### src/rtl/proc_ctrl_pkg.sv
// ---------------------------------------------------------------------------
// proc_ctrl_pkg
//   Shared constants and state encoding for the pipeline control logic.
//   No ports.
// ---------------------------------------------------------------------------
package proc_ctrl_pkg;

    parameter int REG_ADDR_LEN = 5;

    typedef enum logic [1:0] {
        RUN     = 2'd0,
        LDSTALL = 2'd1,
        MEMWAIT = 2'd2
    } state_t;

endpackage

### src/rtl/sat_counter.sv
// ---------------------------------------------------------------------------
// sat_counter
//   Up-counter with synchronous clear that holds at all-ones.
//   Ports:
//     i_clk    clock
//     i_reset  synchronous active-high reset (zeroes the count)
//     i_clr    synchronous clear (zeroes the count)
//     i_inc    increment request
//     o_cnt    current count
// ---------------------------------------------------------------------------
module sat_counter #(
    parameter int W = 8
) (
    input  logic         i_clk,
    input  logic         i_reset,
    input  logic         i_clr,
    input  logic         i_inc,
    output logic [W-1:0] o_cnt
);

    logic [W-1:0] r_cnt;

    always_ff @(posedge i_clk) begin
        if (i_reset || i_clr) begin
            r_cnt <= '0;
        end else if (i_inc && (r_cnt != '1)) begin
            r_cnt <= r_cnt + W'(1);
        end
    end

    assign o_cnt = r_cnt;

endmodule

### src/rtl/pipeline_hazard_ctrl.sv
// ---------------------------------------------------------------------------
// pipeline_hazard_ctrl
//   Central sequencer for the 5-stage pipeline: PC / pipeline-register
//   enables and flushes, load-use stall, EX-resolved redirects, memory freeze,
//   plus saturating statistics and a sticky memory-timeout flag.
//
//   state | meaning
//   ------+-------------------------------------------------------------
//   RUN   | normal flow (also the state after a redirect)
//   LDSTALL | one-cycle load-use bubble inserted into ID/EX
//   MEMWAIT | whole pipeline frozen waiting on data memory
//
//   Ports:
//     i_clk, i_reset          clock, synchronous active-high reset
//     i_id_rs/i_id_rt         source indices of the instr in ID
//     i_id_uses_rs/_rt        ID instr reads rs / rt
//     i_ex_mem_read, i_ex_dst load in EX and its destination
//     i_ex_br_taken, i_ex_jmp redirect resolved in EX
//     i_mem_req, i_mem_ready  MEM stage access and data memory completion
//     o_pc_en, o_pregN_en     PC and pipeReg1..4 load enables
//     o_preg1/2_flush         NOP / bubble insertion into pipeReg1 / pipeReg2
//     o_state                 registered state (RUN/LDSTALL/MEMWAIT)
//     o_stall_cycles          saturating count of cycles with pc_en = 0
//     o_redirects             saturating count of redirects taken
//     o_mem_err               sticky memory-timeout flag
// ---------------------------------------------------------------------------
module pipeline_hazard_ctrl
    import proc_ctrl_pkg::*;
#(
    parameter int MEM_TIMEOUT = 15,
    parameter int STALL_CW    = 16,
    parameter int REDIR_CW    = 8
) (
    input  logic                    i_clk,
    input  logic                    i_reset,
    input  logic [REG_ADDR_LEN-1:0] i_id_rs,
    input  logic [REG_ADDR_LEN-1:0] i_id_rt,
    input  logic                    i_id_uses_rs,
    input  logic                    i_id_uses_rt,
    input  logic                    i_ex_mem_read,
    input  logic [REG_ADDR_LEN-1:0] i_ex_dst,
    input  logic                    i_ex_br_taken,
    input  logic                    i_ex_jmp,
    input  logic                    i_mem_req,
    input  logic                    i_mem_ready,
    output logic                    o_pc_en,
    output logic                    o_preg1_en,
    output logic                    o_preg2_en,
    output logic                    o_preg3_en,
    output logic                    o_preg4_en,
    output logic                    o_preg1_flush,
    output logic                    o_preg2_flush,
    output logic [1:0]              o_state,
    output logic [STALL_CW-1:0]     o_stall_cycles,
    output logic [REDIR_CW-1:0]     o_redirects,
    output logic                    o_mem_err
);

    localparam int WAIT_CW = $clog2(MEM_TIMEOUT + 1);

    state_t               r_state;
    state_t               w_state_nxt;
    logic                 r_mem_err;
    logic                 w_freeze;
    logic                 w_redirect;
    logic                 w_lu;
    logic                 w_stall_inc;
    logic                 w_redir_inc;
    logic                 w_timeout;
    logic [WAIT_CW-1:0]   w_wait_cnt;

    assign w_freeze   = i_mem_req & ~i_mem_ready;
    assign w_redirect = i_ex_br_taken | i_ex_jmp;
    assign w_lu       = i_ex_mem_read & (i_ex_dst != '0) &
                        ((i_id_uses_rs & (i_id_rs == i_ex_dst)) |
                         (i_id_uses_rt & (i_id_rt == i_ex_dst)));

    always_comb begin
        o_pc_en       = 1'b1;
        o_preg1_en    = 1'b1;
        o_preg2_en    = 1'b1;
        o_preg3_en    = 1'b1;
        o_preg4_en    = 1'b1;
        o_preg1_flush = 1'b0;
        o_preg2_flush = 1'b0;
        w_state_nxt   = RUN;
        if (i_reset) begin
            o_pc_en       = 1'b0;
            o_preg1_en    = 1'b0;
            o_preg2_en    = 1'b0;
            o_preg3_en    = 1'b0;
            o_preg4_en    = 1'b0;
            o_preg1_flush = 1'b1;
            o_preg2_flush = 1'b1;
        end else if (w_freeze) begin
            o_pc_en     = 1'b0;
            o_preg1_en  = 1'b0;
            o_preg2_en  = 1'b0;
            o_preg3_en  = 1'b0;
            o_preg4_en  = 1'b0;
            w_state_nxt = MEMWAIT;
        end else if (w_redirect) begin
            // ID and IF hold wrong-path instructions: squash both slots.
            o_preg1_flush = 1'b1;
            o_preg2_flush = 1'b1;
        end else if (w_lu) begin
            o_pc_en       = 1'b0;
            o_preg1_en    = 1'b0;
            o_preg2_flush = 1'b1;
            w_state_nxt   = LDSTALL;
        end
    end

    always_ff @(posedge i_clk) begin
        if (i_reset) begin
            r_state <= RUN;
        end else begin
            r_state <= w_state_nxt;
        end
    end

    assign w_stall_inc = ~i_reset & ~o_pc_en;
    assign w_redir_inc = ~i_reset & ~w_freeze & w_redirect;

    sat_counter #(.W(STALL_CW)) u_stall_cnt (
        .i_clk   (i_clk),
        .i_reset (i_reset),
        .i_clr   (1'b0),
        .i_inc   (w_stall_inc),
        .o_cnt   (o_stall_cycles)
    );

    sat_counter #(.W(REDIR_CW)) u_redir_cnt (
        .i_clk   (i_clk),
        .i_reset (i_reset),
        .i_clr   (1'b0),
        .i_inc   (w_redir_inc),
        .o_cnt   (o_redirects)
    );

    sat_counter #(.W(WAIT_CW)) u_wait_cnt (
        .i_clk   (i_clk),
        .i_reset (i_reset),
        .i_clr   (~w_freeze),
        .i_inc   (w_freeze),
        .o_cnt   (w_wait_cnt)
    );

    // Flag in the same edge that takes wait_cnt to MEM_TIMEOUT; the >= also
    // covers a counter already saturated at the timeout value.
    assign w_timeout = w_freeze & (w_wait_cnt >= WAIT_CW'(MEM_TIMEOUT - 1));

    always_ff @(posedge i_clk) begin
        if (i_reset) begin
            r_mem_err <= 1'b0;
        end else if (w_timeout) begin
            r_mem_err <= 1'b1;
        end
    end

    assign o_state   = r_state;
    assign o_mem_err = r_mem_err;

endmodule

### config.mk
export PLATFORM = sky130hd
export DESIGN_NAME = pipeline_hazard_ctrl
export DESIGN_NICKNAME = d
export VERILOG_FILES = /design/src/rtl/proc_ctrl_pkg.sv /design/src/rtl/sat_counter.sv /design/src/rtl/pipeline_hazard_ctrl.sv
export SDC_FILE = /design/constraint.sdc
export NUM_CORES = 1
export LEC_CHECK = 0
export CORE_ASPECT_RATIO = 0.75
export CORE_MARGIN = 2
export CORE_UTILIZATION = 51
export CTS_BUF_LIST = sky130_fd_sc_hd__clkbuf_8
export DETAILED_ROUTE_END_ITERATION = 10
export GPL_TIMING_DRIVEN = 0
export PLACE_DENSITY = 0.87
export SLEW_MARGIN = 5
export SYNTH_ARGS = -nofsm -noshare
export SYNTH_HDL_FRONTEND = slang
export SYNTH_HIERARCHICAL = 1
export SYNTH_SLANG_ARGS = --single-unit
export TNS_END_PERCENT = 10
### constraint.sdc
create_clock -name i_clk -period 5.05 [get_ports i_clk]
set_clock_uncertainty 0.15 [all_clocks]
set_input_delay 1.515 -clock i_clk [delete_from_list [all_inputs] [get_ports i_clk]]
set_output_delay 1.515 -clock i_clk [all_outputs]
set_load 0.05 [all_outputs]
==> results.txt <==
The run finished with clean final reports. In this run the worst hold path is classified as flip-flop to flip-flop. TritonCTS created 5 clock buffers. The number of cells traversed by the worst hold path was 2; the clock latency reported for the late side of the worst-skew pair was 0.28 ns.

The finished cells cover 0.002551 mm2. Across the run, the number of max-cap violations was 0. TritonCTS built the clock tree. The die covers 0.004006 mm2. The worst voltage drop across the vdd grid was 0.1463 mV.

The number of buffers added on ports came out at 57. For the core outline area, the log shows 0.003333 mm2. The share of synthesized area in the top cell type comes to 34.66%.

Data on the critical path is required at its endpoint by 3.39 ns. The count of warnings emitted by yosys came out at 6. The run gives 0 as the count of final max-slew check failures. After synthesis, the most frequently instantiated cells are sky130_fd_sc_hd__dfxtp_1 (31), sky130_fd_sc_hd__nand2_1 (17), sky130_fd_sc_hd__a21oi_1 (15). Static power due to leakage: 0.001050 uW. The cell area that synthesis handed to floorplanning was 0.001790 mm2. In the post-synthesis netlist, the cell with the most instances is sky130_fd_sc_hd__dfxtp_1.

The number of antenna violations at the first check in global routing was 0; the final-stage net count was 301. The run gives 34.66% as the share of synthesized area occupied by flip-flops and latches. CTS saw 31 sinks. The effective utilization at floorplan came out at 53.72%. Counting every instance in the synthesized netlist gives 202. The register bit total from synthesis is 31. The post-route netlist has 12.73% of its cells at a drive strength greater than 1.

The worst setup path is launched from an input port. The logs give 24.77% for the total routing resource utilization after global routing and 0 for the DRC violation count after routing. Using the TritonRoute via totals, the vias-per-cell ratio works out to 5.844. The number of antenna diodes in the final layout is 0. The run gives 0 as the quantity of hold-fixing buffers added after cts.

The final cell count without fillers was 315. Hold violation count in the final report: 0. The count of flip-flops with a built-in enable after synthesis is 0, and the total placed cells including tap cells is 305.

The run gives 0 as the residual overflow from global routing. In this run the worst path has a maximum fanout of 7. The instance area at placement was 0.002434 mm2; the count of antenna-violating nets left after detailed routing was 0.

The worst register-to-register path has a setup slack of 2.99 ns. The final critical-path setup slack was 0.07836 ns. The worst setup path is captured at an output pin. Worst min-delay path endpoint: o_mem_err. The top achievable clock speed was 201.1 MHz; the pre-CTS worst setup slack was -0.5935 ns.

The die outline width works out to 72.42 um. In this run the most critical hold path is launched from o_mem_err. The floorplan step set the die height to 55.32 um.

Clock-pin slew was measured on the worst setup and hold paths at 0.06 ns. Ranked by total cell area, the synthesized netlist is headed by sky130_fd_sc_hd__dfxtp_1 (35%), sky130_fd_sc_hd__xor2_1 (4.9%), sky130_fd_sc_hd__a21oi_1 (4.2%). The starting DRC count in detailed routing was 157; the filler cell count in the final layout was 239.

The time the final worst path needs with I/O delays and setup was 4.972 ns; the share of flip-flops with an asynchronous set or reset was 0%. Compared with the post-synthesis result, the final layout area differs by 42.49%. The number of top-level design ports came out at 58. Cell at the root of the clock tree: sky130_fd_sc_hd__clkbuf_8. Setup repair after global routing left no endpoint under its margin. Post-detailed-route wirelength per cell: 15.09 um.

The count of vias placed by the detailed router was 1841. Power spread over the standard cell area amounts to 200.0 mW/mm2. For the worst flop-to-flop path, the logic depth is 5. Summed over all nets, the half-perimeter wirelength after detailed placement is 3529 um.

The final clock period utilization by the worst path is 98.45%, and the detailed-routing iteration count for the pre-antenna-repair pass is 4. The last weighted congestion value of the routability-driven placer is 0.8826, and the pin count of the biggest net entering global routing is 16. Worst flop-to-flop path endpoint: u_stall_cnt/o_cnt[15].

For the number of cell rows, the log shows 18. The synthesized design spends more area on one cell type than any other, namely sky130_fd_sc_hd__dfxtp_1. The tools report the final cell utilization of the core as 76.54%. The critical path is of the input port to output pin type. The first global-routing pass estimated 7776 um of wire. The measured slew at the worst slew-check pin came out at 0.9257 ns.

The maximum clock insertion buffer count came out at 2. Total wire length: 4754 um. CTS built an H-tree with a depth of 2. The tools report the startpoint of the worst register-to-register path as u_stall_cnt/o_cnt[0].

Setup violations remaining at the end of the flow were counted as 0. Averaged over all synthesized cells, the footprint is 8.864 um2. At the worst endpoint, the arrival time is 3.31 ns.

The number of different library cells used by synthesis comes to 55. In this run the tightest slew margin relative to its limit is 38.10%. Most frequently used flop master after synthesis: sky130_fd_sc_hd__dfxtp_1.

The number of global-route vias before repair is 1612.
[registers in the layout (all words and copies together), names as in the netlist]
register / count
u_redir_cnt/o_cnt: 8
o_state: 2
u_wait_cnt/o_cnt: 4
o_mem_err: 1
u_stall_cnt/o_cnt: 16
[worst max-delay path by stage]
stage	from	to	slack, ns	cells after the start
final	i_mem_ready	o_preg1_flush	0.08	5
after global routing	i_id_rs[3]	o_preg1_en	0.01	7
after CTS	i_ex_dst[3]	o_preg2_flush	-0.15	6
after detailed placement	i_ex_dst[3]	o_preg1_en	-0.59	7
after global placement	i_ex_dst[3]	o_preg1_en	-0.60	7
after floorplan	i_ex_dst[3]	o_preg2_flush	0.05	4
[cell usage in the layout, fill, tap and decap left out, types with 3 or more instances in the layout]
cell type and n:
sky130_fd_sc_hd__clkdlybuf4s50_1 42, sky130_fd_sc_hd__dfxtp_1 31, sky130_fd_sc_hd__nand2_1 17, sky130_fd_sc_hd__a21oi_1 15, sky130_fd_sc_hd__nor2_1 14, sky130_fd_sc_hd__xor2_1 10, sky130_fd_sc_hd__dlymetal6s2s_1 8, sky130_fd_sc_hd__or3_1 8
sky130_fd_sc_hd__nand4_1 8, sky130_fd_sc_hd__inv_1 7, sky130_fd_sc_hd__buf_4 7, sky130_fd_sc_hd__conb_1 7, sky130_fd_sc_hd__nand3_1 7, sky130_fd_sc_hd__mux2i_1 6, sky130_fd_sc_hd__o21ai_0 6, sky130_fd_sc_hd__or4_1 5
sky130_fd_sc_hd__clkbuf_8 5, sky130_fd_sc_hd__and4_1 5, sky130_fd_sc_hd__o31ai_1 4, sky130_fd_sc_hd__a41o_1 4, sky130_fd_sc_hd__nor4_2 3, sky130_fd_sc_hd__xnor2_1 3, sky130_fd_sc_hd__and3_1 3, sky130_fd_sc_hd__ha_1 3
sky130_fd_sc_hd__a31oi_1 3
[cell type report]
type                            instances  area, um2  area share (%)
Inverter                                5      18.77          0.7357
Clock inverter                          3      12.51          0.4904
Clock buffer                            5      68.82           2.697
Tap cell                               40      50.05           1.962
Multi-Input combinational cell        165       1147           44.97
Sequential cell                        31      620.6           24.33
Buffer                                  7      40.04           1.569
Timing Repair Buffer                   59      593.1           23.25
[report_power, final]
part	internal [uW]	switching, uW	leakage (uW)
Sequential	246	1.02	0.000250
Clock	92.5	91.4	0.0000505
Combinational	34.6	45.1	0.000750
[critical path, cell delays in order]
cell and delay (ns):
sky130_fd_sc_hd__clkdlybuf4s50_1 0.44, sky130_fd_sc_hd__nand2b_1 0.27, sky130_fd_sc_hd__inv_1 0.20, sky130_fd_sc_hd__o21bai_1 0.29, sky130_fd_sc_hd__dlygate4sd2_1 0.58
[kinds of logic after synthesis]
kind of cell    count (synthesis)  share of synthesized area (%)
simple gates                   90                          31.38
compound gates                 46                          18.66
flops                          31                          34.66
xor+xnor                       13                          6.359
buf+inv                        12                          3.284
mux                             6                          3.354
fa+ha+maj                       3                          2.097
other cells                     1                         0.2094
[timing repair]
action | in CTS | in global routing
resized for setup | 14 | 18
pin swaps | 0 | 3
setup endpoints to repair | 7 | 4
buffers inserted | 0 | 2
[stage by stage]
stage | hold WS (ns) | power, uW | TNS, ns
floorplan | 0.3146 | 294.6 | 0
global placement | 0.3231 | 329.6 | -1.984
detailed placement | 0.3203 | 330.7 | -2.018
CTS | 0.3471 | 511.3 | -0.3614
global route | 0.3785 | 531.0 | 0
finish | 0.3387 | 510.3 | 0
[per-layer routing]
metal	vias to the layer above	part of all wire, %	track usage (%)
li1	908	-	-
met1	870	50	36.75
met2	55	43	35.12
met3	8	5.0	5.839
met4	0	1.3	8.201
met5	-	0	0
Power figures use the tool's default switching activity.
